## src/rtl/pa_spsram_1024x36_ctrl.sv

```systemverilog
// Single-port SRAM controller: clears the array after reset, then serves
// masked writes and in-order reads through a 2-entry credited response FIFO.
module pa_spsram_1024x36_ctrl #(
  parameter int ADDR_WIDTH = 10,
  parameter int DATA_WIDTH = 36
) (
  input  logic                  forever_cpuclk,
  input  logic                  cpurst,
  input  logic                  req_vld,
  output logic                  req_rdy,
  input  logic                  req_wr,
  input  logic [ADDR_WIDTH-1:0] req_addr,
  input  logic [DATA_WIDTH-1:0] req_wdata,
  input  logic [DATA_WIDTH-1:0] req_wmask,
  output logic                  rsp_vld,
  input  logic                  rsp_rdy,
  output logic [DATA_WIDTH-1:0] rsp_rdata,
  output logic                  init_done,
  output logic [ADDR_WIDTH-1:0] sram_a,
  output logic                  sram_cen,
  output logic                  sram_gwen,
  output logic [DATA_WIDTH-1:0] sram_wen,
  output logic [DATA_WIDTH-1:0] sram_d,
  input  logic [DATA_WIDTH-1:0] sram_q
);

  typedef enum logic {
    INIT = 1'b0,
    RUN  = 1'b1
  } state_t;

  state_t                state;
  logic [ADDR_WIDTH-1:0] init_cnt;
  logic                  rd_pending;
  logic [DATA_WIDTH-1:0] fifo_mem [2];
  logic                  rd_ptr;
  logic                  wr_ptr;
  logic [1:0]            fifo_cnt;
  logic [1:0]            credit;

  logic run;
  logic accept;
  logic acc_rd;
  logic acc_wr;
  logic push;
  logic pop;

  assign run     = (state == RUN) && !cpurst;
  assign rsp_vld = (fifo_cnt != 2'd0);
  assign pop     = rsp_vld && rsp_rdy;
  assign push    = rd_pending;

  // A read needs a credit so the FIFO can never overflow; a same-cycle pop frees one.
  assign req_rdy = run && (req_wr || (credit < 2'd2) || pop);
  assign accept  = req_vld && req_rdy;
  assign acc_rd  = accept && !req_wr;
  assign acc_wr  = accept && req_wr && (|req_wmask);

  assign rsp_rdata = rsp_vld ? fifo_mem[rd_ptr] : '0;

  always_ff @(posedge forever_cpuclk) begin
    if (cpurst) begin
      state      <= INIT;
      init_cnt   <= '0;
      init_done  <= 1'b0;
      rd_pending <= 1'b0;
      rd_ptr     <= 1'b0;
      wr_ptr     <= 1'b0;
      fifo_cnt   <= 2'd0;
      credit     <= 2'd0;
    end else begin
      rd_pending <= acc_rd;
      if (push) wr_ptr <= ~wr_ptr;
      if (pop)  rd_ptr <= ~rd_ptr;
      fifo_cnt <= fifo_cnt + 2'(push) - 2'(pop);
      credit   <= credit + 2'(acc_rd) - 2'(pop);
      case (state)
        INIT: begin
          init_cnt <= init_cnt + ADDR_WIDTH'(1);
          if (&init_cnt) begin
            state     <= RUN;
            init_done <= 1'b1;
          end
        end
        RUN: begin
        end
        default: state <= INIT;
      endcase
    end
  end

  // SRAM data is captured the cycle after the read access.
  always_ff @(posedge forever_cpuclk) begin
    if (!cpurst && push) fifo_mem[wr_ptr] <= sram_q;
  end

  always_comb begin
    sram_cen  = 1'b1;
    sram_gwen = 1'b1;
    sram_wen  = '1;
    sram_a    = '0;
    sram_d    = '0;
    if (cpurst) begin
      sram_cen = 1'b1;
    end else if (state == INIT) begin
      sram_cen  = 1'b0;
      sram_gwen = 1'b0;
      sram_wen  = '0;
      sram_a    = init_cnt;
    end else if (acc_wr) begin
      sram_cen  = 1'b0;
      sram_gwen = 1'b0;
      sram_wen  = ~req_wmask;
      sram_a    = req_addr;
      sram_d    = req_wdata;
    end else if (acc_rd) begin
      sram_cen = 1'b0;
      sram_a   = req_addr;
    end
  end

endmodule

```

## config.mk

```make
export PLATFORM = sky130hd
export DESIGN_NAME = pa_spsram_1024x36_ctrl
export DESIGN_NICKNAME = d
export VERILOG_FILES = /design/src/rtl/pa_spsram_1024x36_ctrl.sv
export SDC_FILE = /design/constraint.sdc
export NUM_CORES = 1
export LEC_CHECK = 0
export ABC_AREA = 1
export BUFFER_PORTS_ARGS = -buffer_cell sky130_fd_sc_hd__buf_2
export CAP_MARGIN = 10
export CORE_UTILIZATION = 41
export DETAILED_ROUTE_END_ITERATION = 16
export PLACE_DENSITY = 0.77
export REMOVE_ABC_BUFFERS = 1
export SYNTH_ARGS = -nofsm -noshare
export SYNTH_HDL_FRONTEND = slang
export SYNTH_SLANG_ARGS = --single-unit
```

## constraint.sdc

```tcl
create_clock -name forever_cpuclk -period 3.3 [get_ports forever_cpuclk]
set_input_delay 0.33 -clock forever_cpuclk [delete_from_list [all_inputs] [get_ports forever_cpuclk]]
set_output_delay 0.33 -clock forever_cpuclk [all_outputs]
set_load 0.01 [all_outputs]
```

# Word level (Yosys, flattened, before mapping)
# Memory sizes are Yosys's and may differ from the RTL's. A register that Yosys moved wholly into a read port is not among the register bits.
# Cells that the tools add are included.
[classes]
n_reduce_logical = 16
n_mux = 24
order_cmp = 1
bitwise_logic = 4
addsub = 5
[ops]
columns = ["op", "n"]
rows = [
  ["$mux W36", 7],
  ["$mux W10", 4],
  ["$not A36 Y36", 1],
  ["$reduce_or A36 Y1", 1],
  ["$mux W1", 13],
  ["$reduce_and A11 Y1", 1],
  ["$add A10 B1 Y10 const B", 1],
  ["$reduce_and A10 Y1", 1],
  ["$logic_and A1 B1 Y1", 8],
  ["$add A2 B1 Y2", 2],
  ["$sub A2 B1 Y2", 2],
  ["$not A1 Y1", 3],
  ["$logic_not A1 Y1", 2],
  ["$logic_or A1 B1 Y1", 2],
  ["$lt A2 B2 Y1 const B", 1],
  ["$reduce_bool A2 Y1", 1],
]
[word_totals]
mem_bits_rw = 72
in_bits = 123
register_bits = 19
wordCells = 59
output_inout_bits = 123
n_memories = 1
[mem_list]
columns = ["name", "words", "word_bits", "rd", "rd_clocked_by_memory_dff", "wr", "line", "text"]
rows = [
  ["fifo_mem", 2, 36, 1, 1, 1, "35", "logic [DATA_WIDTH-1:0] fifo_mem [2];"],
]

# Logic depth before layout (Yosys ltp)
# Gate-level depths: netlist (run 1).
[logic_depth]
word_depth = 10
depth_mapped = 13

# Worst setup path before layout (run 1)
# Ideal clock, no wire load.
[synth_path]
path_kind = "input-to-reg"
from = "in cpurst"
to = "mem fifo_mem[1][0], enable pin"
t_arrival_ns = 3.053
setup_slack_ns = -0.226
setup_ns = 0.474
required_time_ns = 2.826
stages = 2
n_path_buf = 1
path_cell_list = "clkbuf_1 -> nor3_1"
[synth_via]
elab_chain_cells = 4
[synth_lines]
columns = ["item", "line", "text"]
rows = [
  ["start, declared", "8", "input logic cpurst,"],
  ["$logic_not A1 Y1", "94", "if (!cpurst && push) fifo_mem[wr_ptr] <= sram_q;"],
  ["$logic_and A1 B1 Y1", "94", ""],
  ["$mux W1", "94", ""],
  ["$mux W1 (not written as such)", "94", ""],
  ["end, declared", "35", ""],
]
# Every way passes these cells.

# Worst setup path after layout (run 1)
[layout_path]
from = "reg state"
to = "out sram_wen[7]"
[layout_via]
elab_chain_cells = 8
[layout_lines]
columns = ["item", "line", "text"]
rows = [
  ["start, declared", "32", "state_t state;"],
  ["start signal, assigned", "63", "state <= INIT;"],
  ["start signal, assigned", "81", "state <= RUN;"],
  ["start signal, assigned", "87", "default: state <= INIT;"],
  ["$logic_and A1 B1 Y1", "48", "assign run = (state == RUN) && !cpurst;"],
  ["$logic_and A1 B1 Y1", "54", "assign req_rdy = run && (req_wr || (credit < 2'd2) || pop);"],
  ["$logic_and A1 B1 Y1", "55", "assign accept = req_vld && req_rdy;"],
  ["$logic_and A1 B1 Y1 (2 in series)", "57", "assign acc_wr = accept && req_wr && (|req_wmask);"],
  ["$mux W36", "110", "end else if (acc_wr) begin"],
  ["$mux W36 (*)", "105", "end else if (state == INIT) begin"],
  ["$mux W36 (*)", "103", "if (cpurst) begin"],
  ["end, declared", "22", "output logic [DATA_WIDTH-1:0] sram_wen,"],
]
# Every way passes the cells marked *; elsewhere a longest branch is shown, timed or not.

==> summary.md, run 1 <==
| Metric | Value |
|---|---|
| Post-layout total power | between 2000 and 3000 µW |
| Slew @ Worst Pin | just under 0.7 ns |
| Port Buffers | roughly 250 |
| Setup Viol. Count Final | 0 |
| Area Growth Syn to Fin | 35.85% |
| Hold path cells | 1 |
| # nets final | 894 |
| CP Capture Type | output pin |
| Multi-input logic area | 1647 µm² |
| CTS Buffer Depth | 2 |
| Fin. Hold Viols | 0 |
| Post-Synth Adder-Cell Area | under 10% |
| Peak supply drop | 0.2244 mV |
| Routability Congestion | roughly 0.85 |
| Critical path arrival | about 2.4 ns |
| Gr usage total | approximately a fifth |
| Hold_sp | sram_q[12] |
| Max Clock Freq | around 0.37 GHz |
| Complex-gate fraction of the synthesized area | 12.33% |
| Slew Limit Fails | 0 |
| Period Utilization, post-route | between 80% and 90% |
| Depth of the most critical reg-to-reg path | 10 |
| Rows | 38 |
| Non-filler cells, final | just over 900 |
| Hold Path End | fifo_mem[0][12]$_DFFE_PP_ |
| Syn Std Cell Area | ~4600 µm² |
| DR vias/cell | about 4.7 |
| Max_slew headroom | a little over half |
| Number of flops mapped to enable cells by yosys | between 70 and 80 |
| Dominant cells by area after synthesis | edfxtp_1 47%, nand2_1 9.6%, dfxtp_1 8.7% |
| Reg2reg setup slack | 1.21 ns |
| Fin util | between 50 and 60% |
| Asr flop ratio synth | 0% |
| R2r startpoint | state$_SDFF_PP0_ |
| Fillers | 1008 |
| Routed Antenna Nets | 0 |
| Synth top area share | between 40 and 50% |
| CTS clk-pin slew, worst paths | about 0.070 ns |
| FF+latch count, synth | 92 |
| Largest family of logic cells by synthesized area | simple AND/OR/NAND/NOR gates |
| Warnings, synthesis | 0 |
| Reg2reg end | credit[1]$_SDFF_PP0_ |
| Post-synthesis mux area share | 0% |
| XOR/XNOR Fraction of Synth Area | less than 1% |
| Post-DP HPWL | about 8700 µm |
| # DRC | 0 |
| Critical Path RT | ~3 ns |
| Ports | ~250 |
| Setup repair after global routing missed its margin | no |
| Seq/Total Area, Yosys | approximately 55% |
| Total die area | between 10000 and 15000 µm² |
| Post-CTS sizing | 0 |
| Vias | approximately 4300 |
| CTS tree | done |
| Layout cells sized above 1 | a little under 40% |
| Synthesized netlist cell count | about 530 |
| CP Launch Type | flop |
| Clock Sinks | 92 |
| Die width | 108.2 µm |
| Core Box Area | between 10000 and 15000 µm² |
| Top FF cell, synth | edfxtp_1 |
| DR iter-0 viols | between 150 and 200 |
| Number of antenna violations at the first check in global routing | 0 |
| PwrDens | around 450 nW/µm² |
| # hold bufs at CTS | 0 |
| Antenna diodes | 0 |
| First-pass GRT wire length | ~18000 µm |
| H-Tree Depth | 3 |
| Total CTS buffers | 9 |
| Status | completed |
| Leakage | ~0.0032 µW |
| Routed WL | between 10000 and 15000 µm |
| Unique masters post-synth | 30 |
| Post-Synth Simple-Gate Area | 21.06% |
| Initial Utilization | between 40% and 50% |
| Final setup margin | 0.6064 ns |
| Mapped Avg Cell Area | 8.799 µm² |
| Worst Hold Class | in2reg |
| Die Height | between 100 and 150 µm |
| Worst setup path category | reg2out |
| Worst Hold Margin | roughly 0.18 ns |
| Pre-CTS setup slack | 0.8853 ns |
| Pin count of the biggest net entering global routing | around 40 |
| Post CTS Setup Buffer Count | 0 |
| Worst-Skew Late Latency | 0.33 ns |
| Final Skew | about 0.0083 ns |
| Post-synth top area cell | edfxtp_1 |
| CP max FO | 38 |
| CTS Root Cell | clkbuf_16 |
| Pre-Repair DR Iteration Count | 4 |
| Cell count after placement | 894 |
| Final min period | between 2 and 3 ns |
| FF/Latch Area | 2562 µm² |
| Total grt overflow | 0 |
| WL/cell | between 10 and 15 µm |
| Max_cap viols | 0 |
| Vias in the first global route | around 3700 |
## registers in the layout (all words and copies together) (netlist names), named ones only
| register | flops |
|---|---|
| init_done | 1 |
| push | 1 |
| rd_ptr | 1 |
| wr_ptr | 1 |
| state | 1 |
| init_cnt | 10 |
| fifo_cnt | 2 |
| fifo_mem | 72 |
| credit | 2 |
## synthesized netlist by cell type, types with 5 or more instances
cell	n
buf_2	7
nand2_1	118
nand3_1	22
clkbuf_1	15
a21oi_1	50
nor3_1	9
ha_1	5
nor2_1	70
edfxtp_1	72
o21ai_2	18
inv_1	69
o21ai_0	26
dfxtp_1	20
## worst max-delay path by stage
stage / startpoint / endpoint / slack [ns] / cells past startpoint
after floorplan: cpurst / fifo_mem[1][0]$_DFFE_PP_ / -0.06 / 1
after global placement: cpurst / sram_wen[9] / 0.96 / 10
after detailed placement: cpurst / sram_wen[7] / 0.89 / 10
after CTS: state$_SDFF_PP0_ / sram_wen[7] / 0.56 / 8
after global routing: state$_SDFF_PP0_ / sram_wen[11] / 0.41 / 8
final: state$_SDFF_PP0_ / sram_wen[7] / 0.61 / 8
## report_power, final
part | switching, µW | leakage (µW) | internal [µW]
clock | 410 | 0.000140 | 587
sequential | 18.9 | 0.000809 | 1270
combinational | 357 | 0.00221 | 222
total | 785 | 0.00316 | 2070
## metrics by stage
step,TNS [ns],instance area [µm²]
4_1_cts,0,6260
2_1_floorplan,-2.057,4471
6_report,0,6287
3_5_place_dp,0,5967
5_1_grt,0,6287
3_3_place_gp,0,5967
## area by class of cell
type,count,area share (%)
flip-flops and latches,92,40.76
multi-input cells,333,26.19
repair buffers,257,21.25
inverters,73,4.358
clock buffers,10,3.642
well taps,140,2.786
clock inverters,6,1.015
## placed cells by master, fill, tap and decap left out, drive strengths merged
cell type,netlist,final
ha,5,5
clkbuf,15,10
a21oi,51,51
nand2,122,122
buf,13,257
o41ai,1,1
xor2,3,3
clkinv,2,5
bufinv,0,1
inv,71,72
nor2,72,72
nor3,9,9
o21a,1,1
o21ai,44,44
nand3b,1,1
clkinvlp,0,1
dfxtp,20,20
nand3,22,22
nand4,2,2
edfxtp,72,72
## routing by layer
layer	vias up	GRT usage, %	part of all wire (%)
met5	-	0	0
met1	1902	22.00	40
met3	8	6.329	8.1
met2	157	35.53	51
met4	0	5.186	0.89
li1	2184	-	-
## cells by family after synthesis
logic type,count (synthesis)
AND/OR/NAND/NOR,228
buffers and inverters,101
AO/OA/AOI/OAI,97
flip-flops,92
adder cells (fa/ha/maj),5
XOR/XNOR,3
## worst max-delay path, cell delays in order (launching register included)
cell	delay, ns
dfxtp_1	0.55
nand2_1	0.16
nand3b_4	0.21
nor2_8	0.18
nand2_4	0.08
a21oi_4	0.12
buf_4	0.39
o21ai_0	0.16
buf_2	0.17
No activity file was read; power rests on OpenSTA's default activity.
==> run 2: changes to the inputs <==
==> constraint.sdc (replaced) <==
create_clock -name forever_cpuclk -period 2.4 [get_ports forever_cpuclk]
set_input_delay 0.24 -clock forever_cpuclk [delete_from_list [all_inputs] [get_ports forever_cpuclk]]
set_output_delay 0.24 -clock forever_cpuclk [all_outputs]
set_load 0.01 [all_outputs]
==> run 2 against run 1 <==
  * Global-route usage is 0.72 points higher
  * Power up 35%
  * Non-clock buffer count grew 1
  * Sequential share of layout area decreased by 0.081 points
  * Largest power group unchanged
==> summary.md, run 2 (synthesis gave the netlist of run 1 again) <==
| Metric | Value |
|---|---|
| Status | completed (unchanged) |
| CTS tree | done (unchanged) |
| Crit-path cells | inv_2, nand2_4, nand2_4, nand2_2, nand3b_4, nor2_8, nand2_4, a21oi_4, o21ai_0, buf_2 (was nand2_1, nand3b_4, nor2_8, nand2_4, a21oi_4, buf_4, o21ai_0, buf_2) |
| Critical Path RT | 2.16 ns (was 2.97 ns) |
| Post-layout total power | 3872 µW (was 2859 µW) |
| Worst setup path category | reg2out (unchanged) |
| CP Launch Type | flop (unchanged) |
| CTS Buffer Depth | 2 (unchanged) |
| Commonest non-fill, non-tap cell in the layout | buf_2 (unchanged) |
| DR iter-0 viols | 188 (was 161) |
| Cell count after placement | 895 (was 894) |
| Sequential share of power | 45.3% (was 44.9%) |
| Non-filler cells, final | 913 (was 911) |
| WL/cell | 12.93 µm (was 12.78 µm) |
| Worst-Skew Late Latency | 0.33 ns (about the same) |
| Switch share | 28.74% (was 27.46%) |
| Max Clock Freq | around 0.46 GHz |
| # DRC | 0 (unchanged) |
| Pre-Repair DR Iteration Count | 5 (was 4) |
| PwrDens | 614.6 nW/µm² (was 454.8 nW/µm²) |
| Multi-input logic area | 1663 µm² (was 1647 µm²) |
| Total CTS buffers | 9 (unchanged) |
| Post-DP HPWL | 8403 µm (was 8723 µm) |
| Period Utilization, post-route | between 90% and 100% |
| Fin util | 57.61% (was 57.49%) |
| Max incr delay on CP | 0.37 ns (was 0.55 ns) |
| CP top delay family | compound AO/OA/AOI/OAI gates (was simple AND/OR/NAND/NOR gates) |
| CP max FO | 19 (was 38) |
| H-Tree Depth | 3 (unchanged) |
| Gr usage total | 20.34% (was 19.61%) |
| Pre-CTS setup slack | 0.02915 ns (was 0.8853 ns) |
| Routed WL | 11800 µm (was 11640 µm) |
| Fin. Hold Viols | 0 (unchanged) |
| CP Capture Type | output pin (unchanged) |
| DR vias/cell | 4.694 (was 4.666) |
| Setup Viol. Count Final | 0 (unchanged) |
| Die Height | 108.2 µm (unchanged) |
| Initial Utilization | 42.32% (unchanged) |
| Clock Sinks | 92 (unchanged) |
| Vias | 4286 (was 4251) |
| Antenna diodes | 0 (unchanged) |
| Port Buffers | 245 (unchanged) |
| Core Box Area | 10940 µm² (unchanged) |
| Clock Power Share | 33.5% (was 34.9%) |
| Most used cell, CP | nand2_4 |
| First-pass GRT wire length | 18370 µm (was 17510 µm) |
| Area post-placement | 5987 µm² (was 5967 µm²) |
| Critical path arrival | 1.94 ns (was 2.36 ns) |
| Ports | 246 (unchanged) |
| Layout cells sized above 1 | 39.46% (was 39.17%) |
| Gate power share | 21.1% (was 20.2%) |
| Final instance area | 6300 µm² (was 6287 µm²) |
| Reg2reg setup slack | 0.55 ns (was 1.21 ns) |
| Total die area | 11720 µm² (unchanged) |
| Max_cap viols | 0 (unchanged) |
| Top flop regs | fifo_mem: 72 flops, init_cnt: 10 flops (unchanged) |
| Worst Hold Class | in2reg (unchanged) |
| CTS Root Cell | clkbuf_16 (unchanged) |
| # nets final | 896 (was 894) |
| Final min period | approximately 2.2 ns |
| NetSw | 1113 µW (was 785.2 µW) |
| Setup repair after global routing missed its margin | no (unchanged) |
| Max reg flops | 72 (unchanged) |
| Rows | 38 (unchanged) |
| FF/Latch Area | 2562 µm² (unchanged) |
| Final Skew | 0.008167 ns (was 0.008278 ns) |
| Internal Power | 2759 µW (was 2074 µW) |
| Leakage | 0.003168 µW (was 0.003162 µW) |
| Most frequent cells in the layout | 245 x buf_2, 118 x nand2_1, 72 x edfxtp_1 (unchanged) |
| CP max-delay cell | a21oi_4 (was dfxtp_1) |
| Routed Antenna Nets | 0 (unchanged) |
| Vias in the first global route | 3706 (was 3711) |
| Slew Limit Fails | 0 (unchanged) |
| Area Growth Syn to Fin | 36.12% (was 35.85%) |
| Routability Congestion | 0.9121 (was 0.8545) |
| Pin count of the biggest net entering global routing | 44 (was 41) |
| Slew @ Worst Pin | 0.4986 ns (was 0.6779 ns) |
| Die width | 108.2 µm (unchanged) |
| Peak supply drop | 0.3097 mV (was 0.2244 mV) |
| Number of antenna violations at the first check in global routing | 0 (unchanged) |
| Fillers | 1008 (unchanged) |
| Total grt overflow | 0 (unchanged) |
| Biggest register | fifo_mem (unchanged) |
| Buffers & Inverters on Critical Path | 2 (unchanged) |
| CTS clk-pin slew, worst paths | 0.07 ns (about the same) |
| Final setup margin | 0.2210 ns (was 0.6064 ns) |
| Max_slew headroom | 66.76% (was 54.53%) |
## run 2: cell types whose count changed in the layout (fill, tap and decap cells not counted)
cell | before | now
bufinv_16 | 1 | 0
a21oi_4 | 1 | 2
inv_6 | 1 | 2
buf_16 | 1 | 0
clkinv_4 | 1 | 2
buf_12 | 0 | 2
clkinv_1 | 3 | 2
## run 2: final timing paths
check                                  end                    from  depth (start not counted)
setup / recovery              sram_wen[16]  fifo_cnt[1]$_SDFF_PP0_                         10
hold / removal    fifo_mem[0][1]$_DFFE_PP_               sram_q[1]                          1
setup reg to reg      credit[1]$_SDFF_PP0_  fifo_cnt[1]$_SDFF_PP0_                         13
hold reg to reg        rd_ptr$_SDFFE_PP0P_     rd_ptr$_SDFFE_PP0P_                          1
## run 2: routing by layer
| metal | global-route usage [%] | vias to the layer above | share of wire (%) |
|---|---|---|---|
| met5 | 0 | - | 0 |
| met2 | 35.26 | 169 | 48 |
| li1 | - | 2201 | - |
| met3 | 5.124 | 12 | 7.7 |
| met4 | 5.479 | 0 | 1.1 |
| met1 | 25.05 | 1904 | 43 |
## run 2: per-stage QoR
step | setup TNS (ns) | hold WS (ns)
2_1_floorplan | -34.87 | 0.3091
3_3_place_gp | 0 | 0.4272
3_5_place_dp | 0 | 0.4314
4_1_cts | 0 | 0.07981
5_1_grt | 0 | 0.08233
6_report | 0 | 0.09069
## run 2: timing repair
| action | in CTS | in global routing |
|---|---|---|
| pin swaps | 1 | 2 |
| endpoints found under the setup margin | 38 | 21 |
| gates resized for setup | 1 | 0 |
| hold buffers | 0 | 0 |
| gates cloned | 1 | 0 |
| buffers inserted | 0 | 1 |
## run 2: cell type report
| cell class | count | area share, % |
|---|---|---|
| timing repair buffer | 258 | 21.41 |
| inverter | 73 | 4.350 |
| clock inverter | 6 | 0.7547 |
| tap | 140 | 2.781 |
| sequential | 92 | 40.68 |
| clock buffer | 10 | 3.635 |
| multi-input combinational | 334 | 26.40 |
## run 2: worst reg2reg max path, stage by stage (launching register included)
cell      delay (ns)
dfxtp_1         0.36
inv_2           0.05
nand2_4         0.07
nand2_4         0.05
nand2_2         0.07
nand3b_4        0.10
nor2_1          0.14
inv_1           0.07
ha_1            0.27
inv_1           0.04
ha_1            0.17
xor2_1          0.15
o21ai_0         0.14
a21oi_1         0.05
## run 2: power groups by stage
stage          registers [µW]  logic, µW  clock network (µW)
4_1_cts                  1760        833                1330
3_5_place_dp             1790        828                   0
3_3_place_gp             1790        816                   0
5_1_grt                  1760        928                1390
6_report                 1760        819                1300
2_1_floorplan            1810        398                   0
